<file path="src/rtl/mem_map_pkg.sv">
// Shared memory map for the instruction/data bus arbiter.
// Holds the region bounds, the one-hot target selects, the arbiter
// FSM state type and a small inclusive range helper.
package mem_map_pkg;

    localparam logic [31:0] IMEM_START = 32'h0000_0000;
    localparam logic [31:0] IMEM_END   = 32'h0000_0FFF;
    localparam logic [31:0] DMEM_START = 32'h0000_1000;
    localparam logic [31:0] DMEM_END   = 32'h0000_2FFF;
    localparam logic [31:0] UART_START = 32'h0000_3000;
    localparam logic [31:0] UART_END   = 32'h0000_3FFF;

    localparam logic [2:0] SEL_NONE = 3'b000;
    localparam logic [2:0] SEL_IMEM = 3'b001;
    localparam logic [2:0] SEL_DMEM = 3'b010;
    localparam logic [2:0] SEL_UART = 3'b100;

    typedef enum logic [1:0] {
        IDLE   = 2'd0,
        ACCESS = 2'd1,
        RESP   = 2'd2
    } arb_state_e;

    // Both bounds inclusive.
    function automatic logic in_region(input logic [31:0] addr,
                                       input logic [31:0] lo,
                                       input logic [31:0] hi);
        return (addr >= lo) && (addr <= hi);
    endfunction

endpackage

</file>
<file path="src/rtl/mem_addr_decode.sv">
// Purely combinational address decode: maps a byte address and access
// type onto a one-hot target select, or flags a decode error
// (unmapped address, store into imem, fetch from uart).
module mem_addr_decode
    import mem_map_pkg::*;
(
    input  logic [31:0] addr_i,
    input  logic        is_fetch_i,
    input  logic        is_store_i,
    output logic [2:0]  sel_o,
    output logic        err_o
);

    logic [2:0] region;

    // Region lookup, then access-type legality; an error forces select to none.
    always_comb begin
        region = SEL_NONE;
        if (in_region(addr_i, IMEM_START, IMEM_END)) begin
            region = SEL_IMEM;
        end else if (in_region(addr_i, DMEM_START, DMEM_END)) begin
            region = SEL_DMEM;
        end else if (in_region(addr_i, UART_START, UART_END)) begin
            region = SEL_UART;
        end
        err_o = (region == SEL_NONE)
             || (is_store_i && (region == SEL_IMEM))
             || (is_fetch_i && (region == SEL_UART));
        sel_o = err_o ? SEL_NONE : region;
    end

endmodule

</file>
<file path="src/rtl/mem_bus_arbiter.sv">
// Two-master (fetch, load/store) to one shared bus arbiter with
// round-robin grant and a single outstanding transaction.
// Handshake: gnt is a one-cycle combinational accept while IDLE; the
// request fields are captured on that edge. Exactly one rvalid pulse
// per grant goes back to the owning requester.
// Optional feature: define MEM_BUS_ARB_TIMEOUT_EN to abort accesses that
// see no bus_ack within TIMEOUT_CYCLES cycles of ACCESS.
module mem_bus_arbiter
    import mem_map_pkg::*;
#(
    parameter int TIMEOUT_CYCLES = 16
) (
    input  logic        clk,
    input  logic        rst_n,
    input  logic        if_req,
    input  logic [31:0] if_addr,
    output logic        if_gnt,
    output logic        if_rvalid,
    output logic [31:0] if_rdata,
    output logic        if_err,
    input  logic        ls_req,
    input  logic        ls_we,
    input  logic [31:0] ls_addr,
    input  logic [31:0] ls_wdata,
    input  logic [3:0]  ls_be,
    output logic        ls_gnt,
    output logic        ls_rvalid,
    output logic [31:0] ls_rdata,
    output logic        ls_err,
    output logic [2:0]  bus_sel,
    output logic [31:0] bus_addr,
    output logic        bus_we,
    output logic [31:0] bus_wdata,
    output logic [3:0]  bus_be,
    input  logic [31:0] bus_rdata,
    input  logic        bus_ack
);

    if (TIMEOUT_CYCLES < 1) begin : g_bad_timeout
        $error("TIMEOUT_CYCLES must be at least 1");
    end

    arb_state_e  state_q, state_d;
    logic        init_q;       // low in the cycle reset releases: no grant then
    logic        last_if_q;    // 1 when fetch won the most recent grant
    logic        owner_ls_q;
    logic [31:0] addr_q, wdata_q, rdata_q;
    logic        we_q, err_q;
    logic [3:0]  be_q;
    logic [2:0]  sel_q;

    logic        gnt_any, timeout;
    logic [31:0] req_addr, req_wdata;
    logic        req_we;
    logic [3:0]  req_be;
    logic [2:0]  dec_sel;
    logic        dec_err;

    // Fields of whichever requester is being granted this cycle.
    always_comb begin
        req_addr  = ls_gnt ? ls_addr : if_addr;
        req_we    = ls_gnt & ls_we;
        req_wdata = ls_gnt ? ls_wdata : 32'h0;
        req_be    = ls_gnt ? ls_be : 4'hF;
    end

    mem_addr_decode u_decode (
        .addr_i     (req_addr),
        .is_fetch_i (if_gnt),
        .is_store_i (req_we),
        .sel_o      (dec_sel),
        .err_o      (dec_err)
    );

`ifdef MEM_BUS_ARB_TIMEOUT_EN
    localparam int CNT_W = $clog2(TIMEOUT_CYCLES + 1);
    localparam logic [CNT_W-1:0] CNT_LAST = CNT_W'(TIMEOUT_CYCLES - 1);
    logic [CNT_W-1:0] cnt_q, cnt_d;

    // Counts completed ACCESS cycles; restarts at zero outside ACCESS.
    always_comb begin
        cnt_d   = (state_q == ACCESS) ? cnt_q + 1'b1 : '0;
        timeout = (state_q == ACCESS) && !bus_ack && (cnt_q == CNT_LAST);
    end

    // Access cycle counter register.
    always_ff @(posedge clk or negedge rst_n) begin
        if (!rst_n) cnt_q <= '0;
        else        cnt_q <= cnt_d;
    end
`else
    assign timeout = 1'b0;
`endif

    // FSM state register.
    always_ff @(posedge clk or negedge rst_n) begin
        if (!rst_n) state_q <= IDLE;
        else        state_q <= state_d;
    end

    // FSM next state: decode errors skip the bus and answer directly.
    always_comb begin
        state_d = state_q;
        case (state_q)
            IDLE:    if (gnt_any) state_d = dec_err ? RESP : ACCESS;
            ACCESS:  if (bus_ack || timeout) state_d = RESP;
            RESP:    state_d = IDLE;
            default: state_d = IDLE;
        endcase
    end

    // FSM outputs: grants, bus drive (zero outside ACCESS) and responses.
    always_comb begin
        if_gnt = 1'b0;
        ls_gnt = 1'b0;
        if ((state_q == IDLE) && init_q) begin
            if (if_req && ls_req) begin
                ls_gnt = last_if_q;
                if_gnt = !last_if_q;
            end else begin
                ls_gnt = ls_req;
                if_gnt = if_req && !ls_req;
            end
        end
        gnt_any   = if_gnt | ls_gnt;
        bus_sel   = (state_q == ACCESS) ? sel_q   : SEL_NONE;
        bus_addr  = (state_q == ACCESS) ? addr_q  : 32'h0;
        bus_we    = (state_q == ACCESS) & we_q;
        bus_wdata = (state_q == ACCESS) ? wdata_q : 32'h0;
        bus_be    = (state_q == ACCESS) ? be_q    : 4'h0;
        if_rvalid = (state_q == RESP) & !owner_ls_q;
        ls_rvalid = (state_q == RESP) &  owner_ls_q;
        if_rdata  = if_rvalid ? rdata_q : 32'h0;
        ls_rdata  = ls_rvalid ? rdata_q : 32'h0;
        if_err    = if_rvalid & err_q;
        ls_err    = ls_rvalid & err_q;
    end

    // Request capture at grant, response capture on ack or timeout.
    always_ff @(posedge clk or negedge rst_n) begin
        if (!rst_n) begin
            init_q     <= 1'b0;
            last_if_q  <= 1'b1;
            owner_ls_q <= 1'b0;
            addr_q     <= '0;
            wdata_q    <= '0;
            rdata_q    <= '0;
            we_q       <= 1'b0;
            be_q       <= '0;
            sel_q      <= SEL_NONE;
            err_q      <= 1'b0;
        end else begin
            init_q <= 1'b1;
            if (gnt_any) begin
                owner_ls_q <= ls_gnt;
                last_if_q  <= if_gnt;
                addr_q     <= req_addr;
                wdata_q    <= req_wdata;
                we_q       <= req_we;
                be_q       <= req_be;
                sel_q      <= dec_sel;
                err_q      <= dec_err;
                rdata_q    <= '0;
            end else if (state_q == ACCESS) begin
                if (bus_ack) begin
                    rdata_q <= we_q ? 32'h0 : bus_rdata;
                    err_q   <= 1'b0;
                end else if (timeout) begin
                    rdata_q <= 32'h0;
                    err_q   <= 1'b1;
                end
            end
        end
    end

endmodule

</file>
<file path="config.mk">
export PLATFORM = sky130hd
export DESIGN_NAME = mem_bus_arbiter
export DESIGN_NICKNAME = d
export VERILOG_FILES = /design/src/rtl/mem_map_pkg.sv /design/src/rtl/mem_addr_decode.sv /design/src/rtl/mem_bus_arbiter.sv
export SDC_FILE = /design/constraint.sdc
export NUM_CORES = 1
export LEC_CHECK = 0
export ABC_CLOCK_PERIOD_IN_PS = 2300
export CORE_UTILIZATION = 45
export CTS_BUF_LIST = sky130_fd_sc_hd__clkbuf_8
export DETAILED_ROUTE_END_ITERATION = 12
export HOLD_SLACK_MARGIN = 0.08
export MAX_ROUTING_LAYER = met4
export PLACE_DENSITY = 0.88
export SLEW_MARGIN = 20
export SYNTH_ARGS = -nofsm -noshare
export SYNTH_HDL_FRONTEND = slang
export SYNTH_SLANG_ARGS = --single-unit
</file>
<file path="constraint.sdc">
create_clock -name clk -period 2.3 [get_ports clk]
set_input_delay 0.345 -clock clk [delete_from_list [all_inputs] [get_ports clk]]
set_output_delay 0.345 -clock clk [all_outputs]
set_load 0.005 [all_outputs]
</file>
==> out/qor.csv, run 1 <==
stage,metric,value,unit
synth,yosys_warnings,0,
drt,final_antenna_net_count,0,
global_routing,grt_max_degree,65,
synth,synth.distinct_cells,40,
die,die_area,13000,um2
cts,cts_num_sinks,110,
synth,syn_nets,734,
placement,hpwl,12.8,mm
drt,drc_errors,0,
global_routing,grt_pass1_vias,5448,
drt,firstDrtPassIters,5,
worst_setup_path,setup.worst_path.end_class,output port,
worst_setup_path,setup.worst_path.class,flop to output port,
placement,placed_cells,1013,
layout,multi_input_area,2740,um2
timing,fin_skew,0.0111,ns
drt,highest_layer,met4,
cts,htree_levels,3,
die,num_rows,40,
worst_setup_path,r2r-end,rdata_q[28],
timing,clock.fmax,0.435,GHz
drt,drt-met1-wl,7.20,mm
pwr,peakVddDrop,0.000285,V
outcome,outcome,completed,
worst_setup_path,startpoint_type,flop,
die,die_h,114,um
synth,synth-seq-cells,110,
synth,syn_avg_cell_area,9.46,um2
layout,mostFrequentLayoutCell,clkdlybuf4s50_1,
drt,wl_met3,1.41,mm
layout,instances_no_fill,1043,
synth,synth_flop_cell,dfrtp_1,
timing,rsz0062_at_grt,true,
worst_setup_path,r2r_start,state_q[0],
cts,ctsRootBufferMaster,clkbuf_8,
die,fp.coreArea,12100,um2
timing,worstMarginPinSlew,0.588,ns
drt,via_per_inst,5.30,
cts,clkLatencyLatePin,0.38,ns
timing,fin_crit,2.30,ns
timing,finalSetupViolations,0,
synth,async_reset_ff_frac,1.00,
layout,syn_to_final_growth,63.7,%
global_routing,grt_antenna_before_repair,0,
synth,synth-seq-area-share,0.489,
worst_setup_path,slowest_delay,0.45,ns
synth,synth_edf_count,0,
layout,drive_gt1_frac,0.0983,
worst_setup_path,cp_slowest_cell,dfrtp_2,
cts,clk_pin_slew,0.11,ns
placement,place_congestion,0.844,
cts,cts_tree,yes,
timing,slew_headroom,0.608,
die,boundaryPins,280,
worst_setup_path,worst_ep_arrival_time,1.95,ns
placement,io_buffers,279,
worst_setup_path,crit_fanout,27,
drt,num_vias,5529,
worst_setup_path,r2r_cells,10,
layout,num-fill-cells,840,
die,fp.dieW,114,um
timing,post-route-period-util,0.998,
timing,totalNegativeSetupSlack,0,ns
drt,wl_per_cell,17.6,um
timing,finalMaxSlewViolations,0,
layout,final_cell_mix,"208 x clkdlybuf4s50_1, 115 x and2_1, 107 x dfrtp_1",
global_routing,grt_pass1_wl,27.5,mm
timing,hold_violations,0,
die,start_util,0.465,
synth,syn-cell-area,5640,um2
cts,cts_buffers,9,
drt,drt_first_iter_violations,399,
flow_run,maxCapViolCount,0,
cts,ctsLongestPathBuffers,2,
pwr,power.density,491,nW/um2
worst_setup_path,r2r_slack,0.20,ns
worst_setup_path,required,1.96,ns
layout,antenna_cells,0,
worst_setup_path,crit_top_cell,buf_12,
layout,seq_area,2760,um2
layout,final_nets,1008,
drt,dr_wl_met2,9.13,mm
synth,netlist_instances,596,
timing,whs,0.445,ns
global_routing,globalRouteTotalUtil,0.284,
min_path,min_path_type,input port to asynchronous set/reset pin,
pwr,p_leak,4.56,nW
drt,drt-total-wl,18.4,mm
global_routing,grt_overflow,0,
worst_setup_path,crit_chain,"nor2b_4, buf_12, buf_4, buf_12, buf_16, and2_4, dlygate4sd2_1",
## per-stage QoR
stage	util	worst slack, ns	cell area, um2	total power, W
after global placement	0.712	0.219	8630	0.00318
after global routing	0.762	-0.0730	9230	0.00474
after detailed placement	0.712	0.0489	8630	0.00323
after CTS	0.737	-0.0158	8920	0.00453
after floorplan	-	0.662	5640	0.00275
final	0.762	0.00352	9230	0.00453
## worst max-delay path by stage
stage	start	endpoint	slack (ns)	depth (start not counted)
2_1_floorplan	state_q[1]	ls_gnt	0.66	5
3_3_place_gp	ls_req	ls_gnt	0.22	4
3_5_place_dp	if_addr[31]	err_q	0.05	6
4_1_cts	state_q[0]	bus_sel[2]	-0.02	4
5_1_grt	state_q[0]	if_err	-0.07	4
6_report	state_q[0]	bus_wdata[27]	0.004	7
## power breakdown
part           total [W]  leakage, nW  internal [W]  switching [W]
clock            0.00130        0.109      0.000617       0.000685
sequential       0.00236         1.41       0.00220       0.000160
combinational   0.000867         3.04      0.000471       0.000396
total            0.00453         4.56       0.00329        0.00124
## cell usage after synthesis, types with 4 or more instances
cell / n / area, um2
nor2_1: 49 / 184
o22a_1: 4 / 35.0
buf_1: 5 / 18.8
a21oi_1: 33 / 165
a22o_1: 33 / 289
and2_1: 138 / 863
o21ai_0: 18 / 90.1
buf_2: 12 / 60.1
o21ai_1: 5 / 25.0
mux2i_1: 20 / 200
clkbuf_1: 28 / 105
a31oi_1: 13 / 81.3
nand2_1: 57 / 214
nor3b_1: 34 / 255
dfrtp_1: 109 / 2730
nor4_1: 9 / 56.3
## final cells by class
type	count	area share
Multi-Input combinational cell	436	0.297
Timing Repair Buffer	311	0.357
Clock buffer	9	0.0134
Inverter	2	0.000949
Sequential cell	110	0.299
Clock inverter	7	0.0107
Tap cell	168	0.0228
## registers in the layout (all words and copies together), names as in the netlist
signal / cells
addr_q: 32
rdata_q: 32
wdata_q: 32
be_q: 4
sel_q: 3
state_q: 2
err_q: 1
init_q: 1
last_if_q: 1
owner_ls_q: 1
we_q: 1
## layer usage
layer	global-route usage	up-vias
li1	-	2572
met1	0.326	2611
met2	0.487	300
met3	0.0563	46
met4	0.119	0
met5	-	-
## logic make-up after synthesis
| group | after synthesis | synth area share |
|---|---|---|
| mux | 20 | 0.0355 |
| simple gates | 300 | 0.300 |
| buf+inv | 50 | 0.0395 |
| compound gates | 115 | 0.136 |
| flops | 110 | 0.489 |
| other cells | 1 | 0.000665 |
## critical path, delay by kind of cell, from the launching register on
family	cells	cell delay, ns
buf+inv	5	0.80
flops	1	0.45
simple gates	2	0.31
## timing repair
item | in CTS | in global routing
setup buffers | 3 | 5
hold buffers | 1 | 0
setup endpoints to repair | 140 | 106
gates cloned | 1 | 4
gates resized for setup | 50 | 78
hold endpoints to repair | 29 | 0
pin swaps | 2 | 6
Power figures use the tool's default switching activity.
==> inputs of run 2 (changes only) <==
--- a/config.mk
+++ b/config.mk
@@ -6,12 +6,12 @@
 export NUM_CORES = 1
 export LEC_CHECK = 0
 export ABC_CLOCK_PERIOD_IN_PS = 2300
-export CORE_UTILIZATION = 45
+export CORE_UTILIZATION = 34
 export CTS_BUF_LIST = sky130_fd_sc_hd__clkbuf_8
 export DETAILED_ROUTE_END_ITERATION = 12
 export HOLD_SLACK_MARGIN = 0.08
 export MAX_ROUTING_LAYER = met4
-export PLACE_DENSITY = 0.88
+export PLACE_DENSITY = 0.7
 export SLEW_MARGIN = 20
 export SYNTH_ARGS = -nofsm -noshare
 export SYNTH_HDL_FRONTEND = slang
==> run 2 against run 1 <==
Final cell count grew 4.7%; critical path depth is 2 lower; power shrank 4.3%; maximum frequency increased by 3.0%; die area increased by 32%; sequential share of layout area decreased by 0.40 points; largest power group unchanged; flip-flop and latch count unchanged; clock skew grew 0.0019 ns; highest routed layer unchanged; clock-buffer cell count stayed put; combinational power down 0.7%; register-to-register slack better by 0.18 ns.
==> out/qor.csv, run 2 (synthesis results as in run 1) <==
stage,metric,value,unit
worst_setup_path,r2r_slack,0.38,ns
drt,wl_per_cell,17.1,um
pwr,power_frac_comb,0.199,
pwr,internal-power,0.00308,W
timing,fin_ws,0.0694,ns
placement,place_congestion,0.798,
placement,hpwl,12.2,mm
outcome,outcome,completed,
cts,cts_buffers,9,
global_routing,grt_overflow,0,
global_routing,globalRouteTotalUtil,0.210,
worst_setup_path,setup.worst_path.class,flop to output port,
timing,post-route-period-util,0.970,
pwr,p_seq_frac,0.541,
layout,final_cell_mix,"142 x clkdlybuf4s50_1, 134 x and2_1, 107 x dfrtp_1",
layout,top_regs,"addr_q: 32 flops, rdata_q: 32 flops, wdata_q: 32 flops",
layout,drive_gt1_frac,0.0776,
die,start_util,0.351,
die,die_h,131,um
worst_setup_path,startpoint_type,flop,
layout,final_nets,1009,
cts,cts_tree,yes,
layout,finalInstanceArea,9350,um2
timing,finalSetupViolations,0,
pwr,power.total,0.00433,W
drt,drt_first_iter_violations,231,
worst_setup_path,worst_ep_arrival_time,1.89,ns
drt,drc_errors,0,
placement,post_dp_cell_area,8760,um2
timing,clock.fmax,0.448,GHz
drt,num_vias,5383,
pwr,p_leak,5.79,nW
pwr,p_sw_frac,0.289,
drt,via_per_inst,4.93,
flow_run,maxCapViolCount,0,
cts,ctsLongestPathBuffers,2,
cts,ctsRootBufferMaster,clkbuf_8,
timing,hold_violations,0,
worst_setup_path,crit_fanout,15,
timing,finalMaxSlewViolations,0,
layout,syn_to_final_growth,65.9,%
timing,fin_crit,2.23,ns
placement,io_buffers,279,
pwr,p_sw,0.00125,W
timing,totalNegativeSetupSlack,0,ns
placement,post-place-ws,0.126,ns
layout,antenna_cells,0,
die,fp.dieW,131,um
timing,fin_skew,0.0129,ns
timing,worstMarginPinSlew,0.525,ns
drt,firstDrtPassIters,4,
cts,cts_num_sinks,110,
pwr,peakVddDrop,0.000274,V
layout,mostFrequentLayoutCell,clkdlybuf4s50_1,
worst_setup_path,required,1.96,ns
global_routing,grt_antenna_before_repair,0,
pwr,power.density,463,nW/um2
worst_setup_path,setup.worst_path.end_class,output port,
cts,clkLatencyLatePin,0.39,ns
die,die_area,17100,um2
die,num_rows,46,
die,boundaryPins,280,
drt,final_antenna_net_count,0,
global_routing,grt_max_degree,65,
pwr,clkPwrFrac,0.260,
die,fp.coreArea,16100,um2
cts,htree_levels,3,
timing,slew_headroom,0.650,
global_routing,grt_pass1_wl,26.4,mm
drt,drt-total-wl,18.7,mm
global_routing,grt_pass1_vias,5083,
min_path,min_path_type,input port to asynchronous set/reset pin,
cts,clk_pin_slew,0.11,ns
## run 2: repair_timing
action,in CTS,in global routing
buffers inserted,1,8
gates resized for setup,43,108
pin swaps,2,0
endpoints found under the setup margin,140,103
gates cloned,0,5
endpoints found under the hold margin,32,0
hold buffers,1,0
## run 2: stage by stage
stage                     hold WS [ns]   util  std cells
after floorplan                 0.0494      -        596
after global placement           0.351  0.545       1061
after detailed placement         0.360  0.545       1061
after CTS                        0.472  0.556       1079
after global routing             0.487  0.582       1092
final                            0.475  0.582       1092
## run 2: routing by layer
metal	routed length [um]	GRT usage	vias up	share of wire
met1	7980	0.257	2574	0.43
met3	1590	0.0582	22	0.085
li1	-	-	2573	-
met5	0	-	-	0
met4	333	0.0771	0	0.018
met2	8750	0.331	214	0.47
## run 2: layout make-up
cell class              instances  area [um2]
clock buffers                   9         124
flip-flops and latches        110        2760
repair buffers                312        3430
clock inverters                 7        60.1
well taps                     216         270
fillers                      1380        6710
inverters                       2        8.76
multi-input cells             436        2700
## run 2: power by group through the flow
stage / logic, W / registers, W / clock network (W)
6_report: 0.000861 / 0.00234 / 0.00113
5_1_grt: 0.000951 / 0.00238 / 0.00126
4_1_cts: 0.000871 / 0.00234 / 0.00118
3_5_place_dp: 0.000872 / 0.00237 / 0
3_3_place_gp: 0.000850 / 0.00237 / 0
2_1_floorplan: 0.000428 / 0.00232 / 0
## run 2: final timing paths
check | end | start | cells after the start
worst max register to register | sel_q[1] | state_q[0] | 7
worst min-delay path | addr_q[1] | rst_n | 2
worst max-delay path | bus_addr[3] | state_q[0] | 5
max in group asynchronous | wdata_q[27] | rst_n | 3
min in group clk | last_if_q | last_if_q | 2
worst min register to register | last_if_q | last_if_q | 2
## run 2: critical path, stage by stage (launching register included)
cell,delay (ns)
dfrtp_2,0.43
nor2b_4,0.18
buf_6,0.12
buf_12,0.13
and2_1,0.13
clkdlybuf4s50_1,0.51
==> inputs of run 3 (changes only) <==
--- a/config.mk
+++ b/config.mk
@@ -9,6 +9,7 @@
 export CORE_UTILIZATION = 34
 export CTS_BUF_LIST = sky130_fd_sc_hd__clkbuf_8
 export DETAILED_ROUTE_END_ITERATION = 12
+export GPL_TIMING_DRIVEN = 0
 export HOLD_SLACK_MARGIN = 0.08
 export MAX_ROUTING_LAYER = met4
 export PLACE_DENSITY = 0.7
==> run 3 against run 2 <==
The flow now finishes with violations (negative setup slack); non-clock buffer count is 45 higher; sequential share of layout area is 0.15 points higher; setup slack worse by 0.074 ns; via count is 3.0% higher; power is 2.4% higher; hold slack hardly changed; sequential power hardly changed; critical endpoint is now bus_addr[11]; highest routed layer unchanged.
==> out/qor.csv, run 3 (synthesis results as in run 1) <==
stage,metric,value,unit
outcome,outcome,"finished, violations left",
outcome,failed_checks,negative setup slack,
placement,post_dp_cell_area,8730,um2
drt,num_vias,5546,
drt,final_antenna_net_count,0,
layout,top_regs,"addr_q: 32 flops, rdata_q: 32 flops, wdata_q: 32 flops",
global_routing,grt_pass1_wl,29.1,mm
timing,hold_violations,0,
cts,cts_num_sinks,110,
worst_setup_path,required,1.96,ns
worst_setup_path,slowest_delay,0.50,ns
worst_setup_path,critical_path_buf_inv_count,3,
layout,multi_input_area,2680,um2
timing,fin_skew,0.0106,ns
layout,num-fill-cells,1477,
cts,clkLatencyLatePin,0.38,ns
layout,mostFrequentLayoutCell,clkdlybuf4s50_1,
cts,ctsRootBufferMaster,clkbuf_8,
drt,wl_per_cell,17.1,um
worst_setup_path,crit_family,buffers and inverters,
placement,io_buffers,279,
global_routing,grt_max_degree,69,
flow_run,maxCapViolCount,0,
timing,fin_crit,2.30,ns
worst_setup_path,startpoint_type,flop,
die,die_h,131,um
timing,slew_headroom,0.562,
drt,drc_errors,0,
layout,final_nets,1054,
pwr,peakVddDrop,0.000260,V
layout,antenna_cells,0,
global_routing,met1_usage,0.283,
cts,clk_pin_slew,0.10,ns
drt,drt_first_iter_violations,262,
worst_setup_path,worst_ep_arrival_time,1.96,ns
timing,totalNegativeSetupSlack,-0.00474,ns
drt,drt-total-wl,19.5,mm
global_routing,grt_antenna_before_repair,0,
worst_setup_path,setup.worst_path.class,flop to output port,
global_routing,use_met3,0.0550,
die,start_util,0.351,
global_routing,grt_overflow,0,
cts,cts_buffers,9,
worst_setup_path,crit_fanout,10,
drt,firstDrtPassIters,5,
timing,post-route-period-util,1.00,
layout,syn_to_final_growth,65.1,%
timing,clock.fmax,0.434,GHz
placement,post-place-ws,-0.347,ns
placement,place_congestion,0.823,
pwr,p_leak,4.66,nW
cts,htree_levels,3,
pwr,power.density,477,nW/um2
layout,utilization,0.579,
layout,final_cell_mix,"160 x clkdlybuf4s50_1, 136 x and2_1, 107 x dfrtp_1",
worst_setup_path,crit_chain,"nor2b_4, buf_8, clkbuf_8, and2_1, clkdlybuf4s50_1",
die,fp.dieW,131,um
die,fp.coreArea,16100,um2
timing,rsz0062_at_grt,true,
worst_setup_path,setup.worst_path.end_class,output port,
cts,cts_tree,yes,
global_routing,grt_pass1_vias,5368,
global_routing,grt_busiest_layer,met2,
cts,ctsLongestPathBuffers,2,
drt,via_per_inst,4.88,
timing,fin_ws,-0.00474,ns
timing,finalSetupViolations,1,
timing,worstMarginPinSlew,0.657,ns
global_routing,globalRouteTotalUtil,0.237,
layout,finalInstanceArea,9300,um2
worst_setup_path,cp_slowest_cell,clkdlybuf4s50_1,
die,num_rows,46,
layout,drive_gt1_frac,0.0988,
placement,hpwl,14.3,mm
global_routing,met2_usage,0.394,
die,boundaryPins,280,
min_path,min_path_type,flop to flop,
layout,seq_area,2760,um2
die,die_area,17100,um2
timing,finalMaxSlewViolations,0,
==> run 3: changes by cell type in the layout (fill, tap and decap cells not counted), moves of 10 or more <==
cell | previous run | this run
clkbuf_1 | 0 | 13
clkbuf_8 | 9 | 26
dlymetal6s2s_1 | 99 | 15
clkdlybuf4s15_1 | 0 | 10
buf_2 | 0 | 10
dlygate4sd2_1 | 37 | 91
clkdlybuf4s50_1 | 142 | 160
==> run 3: final timing paths <==
check | startpoint | to | slack (ns) | cells after the start
worst max register to register | state_q[1] | wdata_q[31] | 0.16 | 10
min in group asynchronous | rst_n | rdata_q[5] | 0.55 | 2
worst max-delay path | state_q[1] | bus_addr[11] | -0.005 | 5
worst min register to register | last_if_q | last_if_q | 0.48 | 2
max in group asynchronous | rst_n | last_if_q | 1.06 | 3
worst min-delay path | last_if_q | last_if_q | 0.48 | 2
==> run 3: what timing repair did <==
action / in CTS / in global routing
cloned: 5 / 0
hold endpoints to repair: 67 / 0
resized for setup: 170 / 27
endpoints found under the setup margin: 140 / 46
pin swaps: 2 / 1
hold buffers: 1 / 0
setup buffers: 19 / 6
==> run 3: stage by stage <==
stage                     hold WS, ns  cells  power (W)
final                           0.475   1137    0.00444
after global routing            0.495   1137    0.00468
after CTS                       0.480   1131    0.00447
after detailed placement        0.401   1092    0.00323
after global placement          0.457   1091    0.00321
after floorplan                0.0494    596    0.00275
==> run 3: per-layer routing <==
layer | routed length (um) | part of all wire | up-vias
met1 | 8270 | 0.42 | 2642
met4 | 356 | 0.018 | 0
met3 | 1490 | 0.076 | 23
met5 | 0 | 0 | -
li1 | - | - | 2654
met2 | 9380 | 0.48 | 227
==> run 3: final cells by class <==
cell class / instances / share of cell area
sequential: 110 / 0.296
buffer: 46 / 0.0413
timing repair buffer: 311 / 0.322
multi-input combinational: 436 / 0.288
clock inverter: 4 / 0.00242
tap: 216 / 0.0290
inverter: 2 / 0.00242
clock buffer: 12 / 0.0178
==> run 3: tightest hold or removal path, delay by kind of cell, from the launching register on <==
kind | cells | cell delay (ns)
simple gates | 2 | 0.10
flops | 1 | 0.39
==> run 3: power breakdown <==
part / total, W / internal (W) / switching, W
Combinational: 0.000957 / 0.000536 / 0.000421
Sequential: 0.00234 / 0.00220 / 0.000140
Clock: 0.00114 / 0.000477 / 0.000666
Total: 0.00444 / 0.00321 / 0.00123
==> patch, RTL diff (flow settings as in run 2) <==
Build with the macro `MEM_BUS_ARB_TIMEOUT_EN` defined.
--- a/src/rtl/mem_bus_arbiter.sv
+++ b/src/rtl/mem_bus_arbiter.sv
@@ -5,6 +5,8 @@
 // per grant goes back to the owning requester.
 // Optional feature: define MEM_BUS_ARB_TIMEOUT_EN to abort accesses that
 // see no bus_ack within TIMEOUT_CYCLES cycles of ACCESS.
+`define MEM_BUS_ARB_TIMEOUT_EN
+
 module mem_bus_arbiter
     import mem_map_pkg::*;
 #(
Function: no difference found for any inputs over 4 cycles, from zero or initial values and one cycle with rst_n low; that may be too few to reach the edited logic, so the function may still have changed.
==> patch against run 2 <==
Count of clock-buffer cells in the layout increased by 10; power grew 38%; via count decreased by 1.0%; synthesized area fell by 1.3%; synthesized cell count is 7.6% lower; sequential share of layout area grew 2.0 points; sequential cell count grew 5; routed wire length grew 0.40%; clock power rose by 90%; setup slack got worse by 0.057 ns; final area shrank 2.2%; hold slack worse by 0.056 ns; core utilization shrank 0.87 points.
==> patch: results (changes against run 2) <==
| Metric | Value |
|---|---|
| Outcome | finished clean |
| Post-CTS sizing | 134 (+210%) |
| Worst-path fanout max | 17 (+2) |
| Crit Reg-Reg Startpoint | state_q[1]$_DFFE_PN0P_ |
| Dpl cells | 1022 (-3.7%) |
| # diodes | 0 (unchanged) |
| Vias in the first global route | 5316 (+4.6%) |
| Top post-synthesis cells by count | and2_1, dfrtp_1, a22o_1 |
| Leakage | 4.70 nW (-19%) |
| Reg clk slew, reported paths | 0.07 ns (-0.04 ns) |
| Final Max Slew Viols | 0 (unchanged) |
| Worst R2R Path Depth | 7 (unchanged) |
| Routed wl met2 | 9.47 mm (+8.2%) |
| Layout fillers | 1405 (+1.8%) |
| Synthesized Nets | 691 (-5.9%) |
| Avg Synthesized Cell Area | 10.1 µm² (+6.8%) |
| Max Root-Sink Buffers | 2 (unchanged) |
| Vias | 5327 (-1.0%) |
| Clock Skews | 0.0120 ns (-0.000957 ns) |
| Post-CTS Setup Bufs | 5 (+4) |
| Layout cells sized above 1 | 17.2% (+9.5 points) |
| Hold WS | 0.419 ns (-0.0559 ns) |
| Yosys cell types | 39 (-2.5%) |
| Largest net degree at the start of global routing | 46 (-29%) |
| H-tree depth | 4 (+1) |
| FFs w/ async S/R, synth | 100% (unchanged) |
| Sequential cell area fraction in the yosys report | 51.8% (+2.9 points) |
| Routed metal-1 wire length | 7.42 mm (-7.0%) |
| R2R Setup Slk | 0.31 ns (-0.07 ns) |
| Met3 routed WL | 1.33 mm (-16%) |
| Cts bufs inserted | 17 (+8) |
| Worst EP arrival | 1.94 ns (+0.05 ns) |
| Root buf cell | clkbuf_8 |
| Hold-fix buffers, CTS | 1 (unchanged) |
| Initial drt markers | 248 (+7.4%) |
| First-pass GRT wire length | 27.4 mm (+3.8%) |
| Final net count | 987 (-2.2%) |
| GPL Wtd Cong | 0.814 (+2.1%) |
| Worst R2R End | sel_q[0]$_DFFE_PN0N_ |
| DR WL/cell | 17.4 µm (+2.0%) |
| Total GRT Usage | 22.1% (+1.1 points) |
| Hold Path Class | input pin to asynchronous set/reset pin |
| Max IR drop VDD | 0.000380 V (+39%) |
| Cell Count, Final, Fillers Out | 1075 (-1.6%) |
| Clk_lat worst skew | 0.44 ns (+0.05 ns) |
| Most used DFF post-synth | dfrtp_1 |
| Max Used Layer | met4 |
| Dpl hpwl | 12.8 mm (+4.9%) |
| Area contributors post-synth | dfrtp_1, and2_1, a22o_1, nand2_1, mux2i_1 |
| Slew margin rel. | 64.5% (-0.44 points) |
patch: changes by cell type after synthesis, sizes merged, moves of 6 or more:
| cell | before | now |
|---|---|---|
| nor3b | 35 | 2 |
| a22o | 33 | 65 |
| a21oi | 33 | 2 |
| nor2 | 49 | 28 |
| mux2i | 20 | 14 |
| nand2 | 57 | 63 |
| o21ai | 23 | 17 |
patch: critical path, stage by stage (launching register included):
cell and delay (ns):
dfrtp_1 0.41, buf_4 0.16, and3b_2 0.22, buf_4 0.15, clkbuf_16 0.16, and2_1 0.16
dlygate4sd2_1 0.26
patch: metal layers:
layer	up-vias	track usage, %
li1	2480	-
met3	38	6.31
met5	-	-
met1	2595	24.6
met2	214	36.9
met4	0	9.58
patch: area by class of cell:
cell class,instances,area (µm²),area share [%]
tap,216,270,2.96
sequential,115,2880,31.5
clock inverter,12,186,2.04
multi-input combinational,391,2500,27.4
clock buffer,19,262,2.86
timing repair buffer,319,3030,33.1
inverter,3,16.3,0.178
patch: power breakdown:
| part | internal [mW] | total (mW) | leakage (nW) | switching, mW |
|---|---|---|---|---|
| clock network | 1.33 | 2.15 | 0.232 | 0.820 |
| registers | 2.41 | 2.63 | 1.48 | 0.216 |
| logic | 0.674 | 1.21 | 2.99 | 0.538 |
| total | 4.42 | 5.99 | 4.70 | 1.57 |
patch: how the worst max path moves through the flow:
stage	cells after the start	from	slack, ns	end
4_1_cts	5	state_q[1]$_DFFE_PN0P_	-0.11	ls_gnt
2_1_floorplan	8	cnt_q[0]$_DFF_PN0_	0.55	rdata_q[0]$_DFFE_PN0P_
3_3_place_gp	6	ls_addr[30]	0.19	sel_q[0]$_DFFE_PN0N_
5_1_grt	6	state_q[1]$_DFFE_PN0P_	-0.06	ls_rdata[16]
6_report	6	state_q[1]$_DFFE_PN0P_	0.01	ls_rdata[16]
3_5_place_dp	6	ls_addr[30]	0.16	sel_q[0]$_DFFE_PN0N_
patch: kinds of logic (layout without fill, tap and decap cells):
family | Yosys count | count (layout) | synth area share, %
flip-flops | 115 | 115 | 51.8
other | 1 | 1 | 0.0674
buffers and inverters | 45 | 353 | 3.87
AO/OA/AOI/OAI | 113 | 113 | 15.7
adder cells (fa/ha/maj) | 2 | 2 | 0.450
XOR/XNOR | 4 | 4 | 0.630
multiplexers | 14 | 14 | 2.52
AND/OR/NAND/NOR | 257 | 257 | 25.0
patch: metrics by stage:
| stage | utilization [%] | cell area, µm² | setup WS [ns] |
|---|---|---|---|
| after global placement | 54.4 | 8670 | 0.194 |
| final | 57.4 | 9140 | 0.0120 |
| after detailed placement | 54.4 | 8670 | 0.162 |
| after global routing | 57.4 | 9140 | -0.0594 |
| after floorplan | - | 5560 | 0.546 |
| after CTS | 57.2 | 9110 | -0.111 |
